### src/rtl/fila_pkg.sv
// Shared definitions for the fila circular-buffer FIFO: occupancy-width helper
// and a bundled status struct for consumers that carry the flags together.
package fila_pkg;

    // Occupancy counter width: must hold every value 0..DEPTH inclusive.
    function automatic int fila_lw(input int depth);
        return $clog2(depth + 1);
    endfunction

    typedef struct packed {
        logic full;
        logic empty;
        logic almost_full;
        logic overflow;
        logic underflow;
    } fila_status_t;

endpackage

### src/rtl/fila_ptr.sv
// Wrapping index counter 0..DEPTH-1 for the FIFO read/write pointers.
// Wraps by explicit compare so any DEPTH works, not only powers of two.
module fila_ptr #(
    parameter  int DEPTH = 8,
    localparam int PW    = (DEPTH > 1) ? $clog2(DEPTH) : 1
) (
    input  logic          clk_10KHz,
    input  logic          reset,
    input  logic          clear,
    input  logic          inc,
    output logic [PW-1:0] ptr
);

    logic [PW-1:0] ptr_q;
    logic [PW-1:0] ptr_d;

    always_comb begin
        ptr_d = ptr_q;
        if (clear) begin
            ptr_d = '0;
        end else if (inc) begin
            ptr_d = (ptr_q == PW'(DEPTH - 1)) ? '0 : ptr_q + PW'(1);
        end
    end

    always_ff @(posedge clk_10KHz or posedge reset) begin
        if (reset) begin
            ptr_q <= '0;
        end else begin
            ptr_q <= ptr_d;
        end
    end

    assign ptr = ptr_q;

endmodule

### src/rtl/fila_param.sv
// Parametrised circular-buffer FIFO with registered dequeue output, occupancy
// flags, sticky overflow/underflow errors and a synchronous flush.
module fila_param
    import fila_pkg::*;
#(
    parameter  int WIDTH     = 8,
    parameter  int DEPTH     = 8,
    parameter  int AF_THRESH = DEPTH - 1,
    localparam int LW        = fila_lw(DEPTH),
    localparam int PW        = (DEPTH > 1) ? $clog2(DEPTH) : 1
) (
    input  logic             clk_10KHz,
    input  logic             reset,
    input  logic [WIDTH-1:0] data_in,
    input  logic             enqueue_in,
    input  logic             dequeue_in,
    input  logic             clear_in,
    output logic [WIDTH-1:0] data_out,
    output logic             data_valid_out,
    output logic [LW-1:0]    len_out,
    output logic             full_out,
    output logic             empty_out,
    output logic             almost_full_out,
    output logic             overflow_out,
    output logic             underflow_out
);

    logic [WIDTH-1:0] mem_q [DEPTH];
    logic [PW-1:0]    wr_ptr;
    logic [PW-1:0]    rd_ptr;

    logic [LW-1:0]    count_q,    count_d;
    logic [WIDTH-1:0] data_out_q, data_out_d;
    logic             dvld_q,     dvld_d;
    logic             ovf_q,      ovf_d;
    logic             udf_q,      udf_d;

    logic         deq_ok;
    logic         enq_ok;
    fila_status_t status;

    // A dequeue in the same cycle frees a slot, so a full queue still accepts.
    assign deq_ok = dequeue_in && (count_q != '0);
    assign enq_ok = enqueue_in && ((count_q != LW'(DEPTH)) || deq_ok);

    fila_ptr #(.DEPTH(DEPTH)) u_wr_ptr (
        .clk_10KHz (clk_10KHz),
        .reset     (reset),
        .clear     (clear_in),
        .inc       (enq_ok && !clear_in),
        .ptr       (wr_ptr)
    );

    fila_ptr #(.DEPTH(DEPTH)) u_rd_ptr (
        .clk_10KHz (clk_10KHz),
        .reset     (reset),
        .clear     (clear_in),
        .inc       (deq_ok && !clear_in),
        .ptr       (rd_ptr)
    );

    always_comb begin
        count_d    = count_q;
        data_out_d = data_out_q;
        dvld_d     = 1'b0;
        ovf_d      = ovf_q;
        udf_d      = udf_q;
        if (clear_in) begin
            count_d    = '0;
            data_out_d = '0;
            ovf_d      = 1'b0;
            udf_d      = 1'b0;
        end else begin
            if (enq_ok && !deq_ok) begin
                count_d = count_q + LW'(1);
            end else if (deq_ok && !enq_ok) begin
                count_d = count_q - LW'(1);
            end
            if (enqueue_in && !enq_ok) begin
                ovf_d = 1'b1;
            end
            if (dequeue_in && !deq_ok) begin
                udf_d = 1'b1;
            end
            if (deq_ok) begin
                data_out_d = mem_q[rd_ptr];
                dvld_d     = 1'b1;
            end
        end
    end

    always_ff @(posedge clk_10KHz or posedge reset) begin
        if (reset) begin
            for (int i = 0; i < DEPTH; i++) begin
                mem_q[i] <= '0;
            end
        end else if (enq_ok && !clear_in) begin
            mem_q[wr_ptr] <= data_in;
        end
    end

    always_ff @(posedge clk_10KHz or posedge reset) begin
        if (reset) begin
            count_q    <= '0;
            data_out_q <= '0;
            dvld_q     <= 1'b0;
            ovf_q      <= 1'b0;
            udf_q      <= 1'b0;
        end else begin
            count_q    <= count_d;
            data_out_q <= data_out_d;
            dvld_q     <= dvld_d;
            ovf_q      <= ovf_d;
            udf_q      <= udf_d;
        end
    end

    assign status = '{
        full:        (count_q == LW'(DEPTH)),
        empty:       (count_q == '0),
        almost_full: (count_q >= LW'(AF_THRESH)),
        overflow:    ovf_q,
        underflow:   udf_q
    };

    assign data_out        = data_out_q;
    assign data_valid_out  = dvld_q;
    assign len_out         = count_q;
    assign full_out        = status.full;
    assign empty_out       = status.empty;
    assign almost_full_out = status.almost_full;
    assign overflow_out    = status.overflow;
    assign underflow_out   = status.underflow;

endmodule

### config.mk
export PLATFORM = sky130hd
export DESIGN_NAME = fila_param
export DESIGN_NICKNAME = d
export VERILOG_FILES = /design/src/rtl/fila_pkg.sv /design/src/rtl/fila_ptr.sv /design/src/rtl/fila_param.sv
export SDC_FILE = /design/constraint.sdc
export NUM_CORES = 1
export LEC_CHECK = 0
export BUFFER_PORTS_ARGS = -buffer_cell sky130_fd_sc_hd__buf_2
export CAP_MARGIN = 20
export CORE_ASPECT_RATIO = 1.5
export CORE_UTILIZATION = 50
export CTS_BUF_LIST = sky130_fd_sc_hd__clkbuf_4 sky130_fd_sc_hd__clkbuf_8 sky130_fd_sc_hd__clkbuf_16
export CTS_CLUSTER_DIAMETER = 200
export DETAILED_ROUTE_END_ITERATION = 8
export GPL_TIMING_DRIVEN = 0
export PLACE_DENSITY = 0.68
export SLEW_MARGIN = 20
export SYNTH_ARGS = -nofsm -noshare
export SYNTH_HDL_FRONTEND = slang
export SYNTH_SLANG_ARGS = --single-unit
### constraint.sdc
create_clock -name clk_10KHz -period 3.1 [get_ports clk_10KHz]
set_input_delay 0.31 -clock clk_10KHz [delete_from_list [all_inputs] [get_ports clk_10KHz]]
set_output_delay 0.31 -clock clk_10KHz [all_outputs]
set_load 0.005 [all_outputs]
== Word-level counts from Yosys, hierarchy flattened ==
Index checks and enable logic that the tools add are counted.

* Output and inout bits: 18
* Register bits after elaboration: 85
* Logic and storage cells: 73

* Eq/ne operators: 4
* Mux-type cells: 23
* Add/sub/neg operators: 4
* Order comparisons: 4
* Reduce and logical (&&, ||, !) cells: 21
* Bitwise operators: 2

{| class="wikitable"
|+ Operator list
! cell !! number
|-
| $bwmux 64 || 1
|-
| $mux 8 || 5
|-
| $bmux 8 s3 || 1
|-
| $demux 8 s3 || 1
|-
| $mux 3 || 6
|-
| $mux 4 || 3
|-
| $reduce_bool 2->1 || 5
|-
| $logic_and 1x1->1 || 9
|-
| $ge 4x4->1 const B || 2
|-
| $not 3->4 || 2
|-
| $add 3x1->3 const B || 2
|-
| $eq 3x3->1 const B || 2
|-
| $mux 1 || 6
|-
| $add 4x1->4 const B || 1
|-
| $eq 4x4->1 const B || 1
|-
| $ge 4x3->1 const B || 1
|-
| $logic_not 4->1 || 1
|-
| $lt 4x1->1 const B || 1
|-
| $ne 4x4->1 const B || 1
|-
| $reduce_bool 4->1 || 1
|-
| $sub 4x1->4 const B || 1
|-
| $logic_not 1->1 || 3
|-
| $reduce_bool 3->1 || 1
|-
| $logic_or 1x1->1 || 1
|}

== Depth between registers and ports, before layout ==
* Word-level depth: 9
* Mapped depth: 9
* Gate-level depth less buffers: 8

== Hierarchy ==
A second synthesis with hierarchy kept.

* Cells, all modules: 283
* Area total of the unflattened synthesis: 4,070.2 um^2

{| class="wikitable"
|+ By module, submodules not included
! module !! instances !! cells each !! sequential area each (um^2) !! area an instance (um^2)
|-
| fila_param || 1 || 257 || 1,976.9 || 3,759.9
|-
| fila_ptr || 2 || 13 || 75.1 || 155.1
|}

== Worst setup path before layout ==
OpenSTA, ideal clock, no wires.

* Kind: flip-flop to flip-flop
* Start point: register count_q[1], in the netlist len_out[1]
* End point: register count_q[3], in the netlist len_out[3]
* Data arrival time: 2.298 ns
* Buffers on the path: 1
* Slack: 0.675 ns
* Data required time: 2.973 ns
* Cell stages (with the launch flop): 10
* Cell sequence: dfrtp_1 -> buf_6 -> or4b_4 -> o211a_1 -> inv_1 -> ha_1 -> a21oi_1 -> nand2_1 -> and3_1 -> a311o_1

* Longest elaborated chain between the ends: 7

{| class="wikitable"
|+ Ends and longest elaborated chain
! element !! RTL line !! RTL
|-
| start: declaration || fila_param.sv:32 || <nowiki>logic [LW-1:0] count_q, count_d;</nowiki>
|-
| start signal: assignment || fila_param.sv:110 || <nowiki>count_q <= count_d;</nowiki>
|-
| branches (longest 7 deep; another with $sub 4x1->4) || -- ||
|}

Several ways; the timed one is not identified. The select of a mux whose other input is x is not followed.
A chain may end at the register's enable or synchronous reset.

== Worst setup path in the final report ==
Ends and elaborated chain as after synthesis.

==> impl_metrics.env <==
export IMPL_status="finished clean"
export IMPL_crit_path_start="len_out[1]"
export IMPL_cp_slowest_cell="or4b_4"
export IMPL_synth_top_family_by_area="multiplexers"
export IMPL_ys_flop_type="dfrtp_1"
export IMPL_cts_max_path_buffers=2
export IMPL_max_stage_delay_ps=540
export IMPL_grt_pass1_wl_um=13700
export IMPL_r2r_slack_ps=460
export IMPL_clockRootBuffer="clkbuf_16"
export IMPL_cp_end_kind="flop"
export IMPL_period_needed_ps=2640
export IMPL_grt_overflow=0
export IMPL_hp_class="in2reg"
export IMPL_dp_cells=420
export IMPL_drv_cap=0
export IMPL_dpl_cell_area_mm2=0.00434
export IMPL_post_cts_setup_buffer_count=0
export IMPL_netlist_area_leader_share_pct=52.7
export IMPL_r2r_start="len_out[1]"
export IMPL_synth_warnings=0
export IMPL_setup_violations=0
export IMPL_fp_row_count=39
export IMPL_clock_fmax_mhz=378
export IMPL_synth_edf_count=0
export IMPL_path_cells="buf_6, or4b_4, o211a_1, inv_1, ha_1, a21oi_1, nand2_1, and3_1, a311o_1"
export IMPL_htreeDepth=3
export IMPL_cp_max_fo=9
export IMPL_synth_mux_area_share_pct=26.8
export IMPL_cp_start_kind="flop"
export IMPL_clk_pin_slew_ps=60
export IMPL_yosysSeqAreaShare_pct=52.7
export IMPL_die_h_um=112
export IMPL_syn_area_mm2=0.00404
export IMPL_via_per_inst=5.76
export IMPL_antenna_found_initial=0
export IMPL_start_util_pct=52.4
export IMPL_fin_skew_ps=10.9
export IMPL_maxSlewHeadroom_pct=50.1
export IMPL_track_usage_pct=22.4
export IMPL_synthArstFlopShare_pct=100
export IMPL_worst_ep_arrival_time_ps=2850
export IMPL_drc=0
export IMPL_io_buffer_count=27
export IMPL_synth_xor_area_share_pct=0.651
export IMPL_routedWlPerCell_um=18.9
export IMPL_crit_required_ps=3310
export IMPL_setup_ws_ps=458
export IMPL_synthAdderAreaFrac_pct=2.36
export IMPL_die_width_um=75.4
export IMPL_gp_congestion=0.736
export IMPL_drt_pass1_iterations=5
export IMPL_total_power_mw=3.65
export IMPL_core_area_mm2=0.00771
export IMPL_cts_sinks=85
export IMPL_hpwl_um=5530
export IMPL_min_from="data_in[7]"
export IMPL_detail_route_antenna_nets=0
export IMPL_path_class="reg2reg"
export IMPL_synth_nets=310
export IMPL_postLayoutCoreUtil_pct=60.3
export IMPL_grt_pass1_vias=2662
export IMPL_ys_ff_latch=85
export IMPL_synth_cell_type_count=41
export IMPL_critPathBufInv=2
export IMPL_first_iter_violations=141
export IMPL_clk_latency_ps=340
export IMPL_synth_top_area_cell="dfrtp_1"
export IMPL_vdd_drop_max_uv=373
export IMPL_final_cell_area_mm2=0.00465
export IMPL_ys_top_cells_by_area="dfrtp_1 (53%), mux2_2 (18%), mux4_2 (8.9%)"
export IMPL_drive_gt1_share_pct=43.1
export IMPL_period_share_pct=85.2
export IMPL_netlist_instances=290
export IMPL_vias=2511
export IMPL_drt_wl_total_um=8260
export IMPL_grt_max_degree=60
export IMPL_synthSimpleGateAreaFrac_pct=9.02
export IMPL_post_place_ws_ps=471
export IMPL_final_cell_count_no_fill=436
export IMPL_nNetsFinal=350
export IMPL_cellLeakagePower_nw=2.19
export IMPL_fillers=652
export IMPL_cts_inserted_buffers=9
export IMPL_cp_top_family="simple AND/OR/NAND/NOR gates"
export IMPL_pin_count=31
export IMPL_cts_tree="done"
export IMPL_rsz0062_at_grt="no"
export IMPL_hold_buffers=1
export IMPL_ctsResizeCount=0
export IMPL_synth_area_per_cell_um2=13.9
export IMPL_tightest_slew_ps=748
export IMPL_p_per_area_mw_per_mm2=785
export IMPL_synth_compound_area_share_pct=5.30
export IMPL_final_max_slew_viol_count=0
export IMPL_antenna_cells=0
export IMPL_syn_to_final_growth_pct=15.3
export IMPL_hold_violations=0
export IMPL_die_area_mm2=0.00844
-- cell families (layout without fill, tap and decap cells) --
logic type,count (synthesis),in the layout
muxes,80,80
xor gates and xnor gates,3,3
DFF,85,85
buffers and inverters,26,70
and+or+nand+nor,58,58
AOI/OAI and AO/OA,31,31
adders and majority gates,7,7
-- path summary, 6_finish.rpt --
| path | to | depth (start not counted) |
|---|---|---|
| setup / recovery | len_out[3] | 9 |
| hold reg to reg | underflow_out | 2 |
| setup reg to reg | len_out[3] | 9 |
| hold / removal | mem_q[47] | 2 |
| min in group asynchronous | u_wr_ptr.ptr[0] | 3 |
| max in group asynchronous | mem_q[30] | 4 |
-- where the power goes --
part,switching [mW],internal [mW],total [mW],leakage (nW)
sequential,0.132,1.35,1.48,1.13
combinational,0.532,0.537,1.07,0.910
clock,0.407,0.691,1.10,0.153
-- layer usage --
metal  routed length [um]  vias to the layer above  global-route usage, %
met1                 3550                     1301                   28.7
met3                  227                       16                   3.50
met2                 4300                       47                   37.1
met4                  190                        0                   9.75
met5                    0                        -                      0
li1                     -                     1147                      -
-- sequential cells by signal, indices dropped and copies added (netlist names) --
name            flops
u_wr_ptr.ptr        3
underflow_out       1
mem_q              64
overflow_out        1
len_out             4
u_rd_ptr.ptr        3
data_valid_out      1
data_out            8
-- layout make-up --
cell class,instances,area (um2),share of cell area (%)
plain buffers,19,103,2.21
clock buffers,14,275,5.92
clock inverters,1,30.0,0.646
inverters,7,28.8,0.619
multi-input cells,179,1790,38.4
flip-flops and latches,85,2130,45.7
well taps,102,128,2.74
repair buffers,29,173,3.71
-- placed cells by master (no fill, tap or decap), types with 2 or more instances in the layout --
cell type / count
o22ai_1: 8
inv_1: 6
nand3_4: 4
mux2_2: 64
dfrtp_1: 85
buf_2: 31
clkbuf_1: 9
buf_4: 3
clkbuf_4: 3
or3_1: 3
nand3b_1: 2
clkbuf_8: 2
clkbuf_16: 9
a21oi_1: 9
buf_6: 2
ha_1: 6
nand4_4: 2
nor3_1: 11
mux4_2: 16
nand2_1: 11
nor2_1: 17
xnor2_1: 3
a211oi_1: 2
-- cells in the mapped netlist, drive strengths merged (6+ instances only) --
cell type and number:
clkbuf 9, ha 6, inv 7, o22ai 8, buf 10, nand2 11, mux2 64, mux4 16
nor3 11, dfrtp 85, nor2 17, a21oi 9
-- metrics by stage --
step / TNS [ps] / hold slack, ps
after floorplan: 0 / 460
after global placement: -36970 / 480
after detailed placement: 0 / 324
after CTS: 0 / 306
after global routing: 0 / 316
final: 0 / 310
Power figures use the tool's default switching activity.
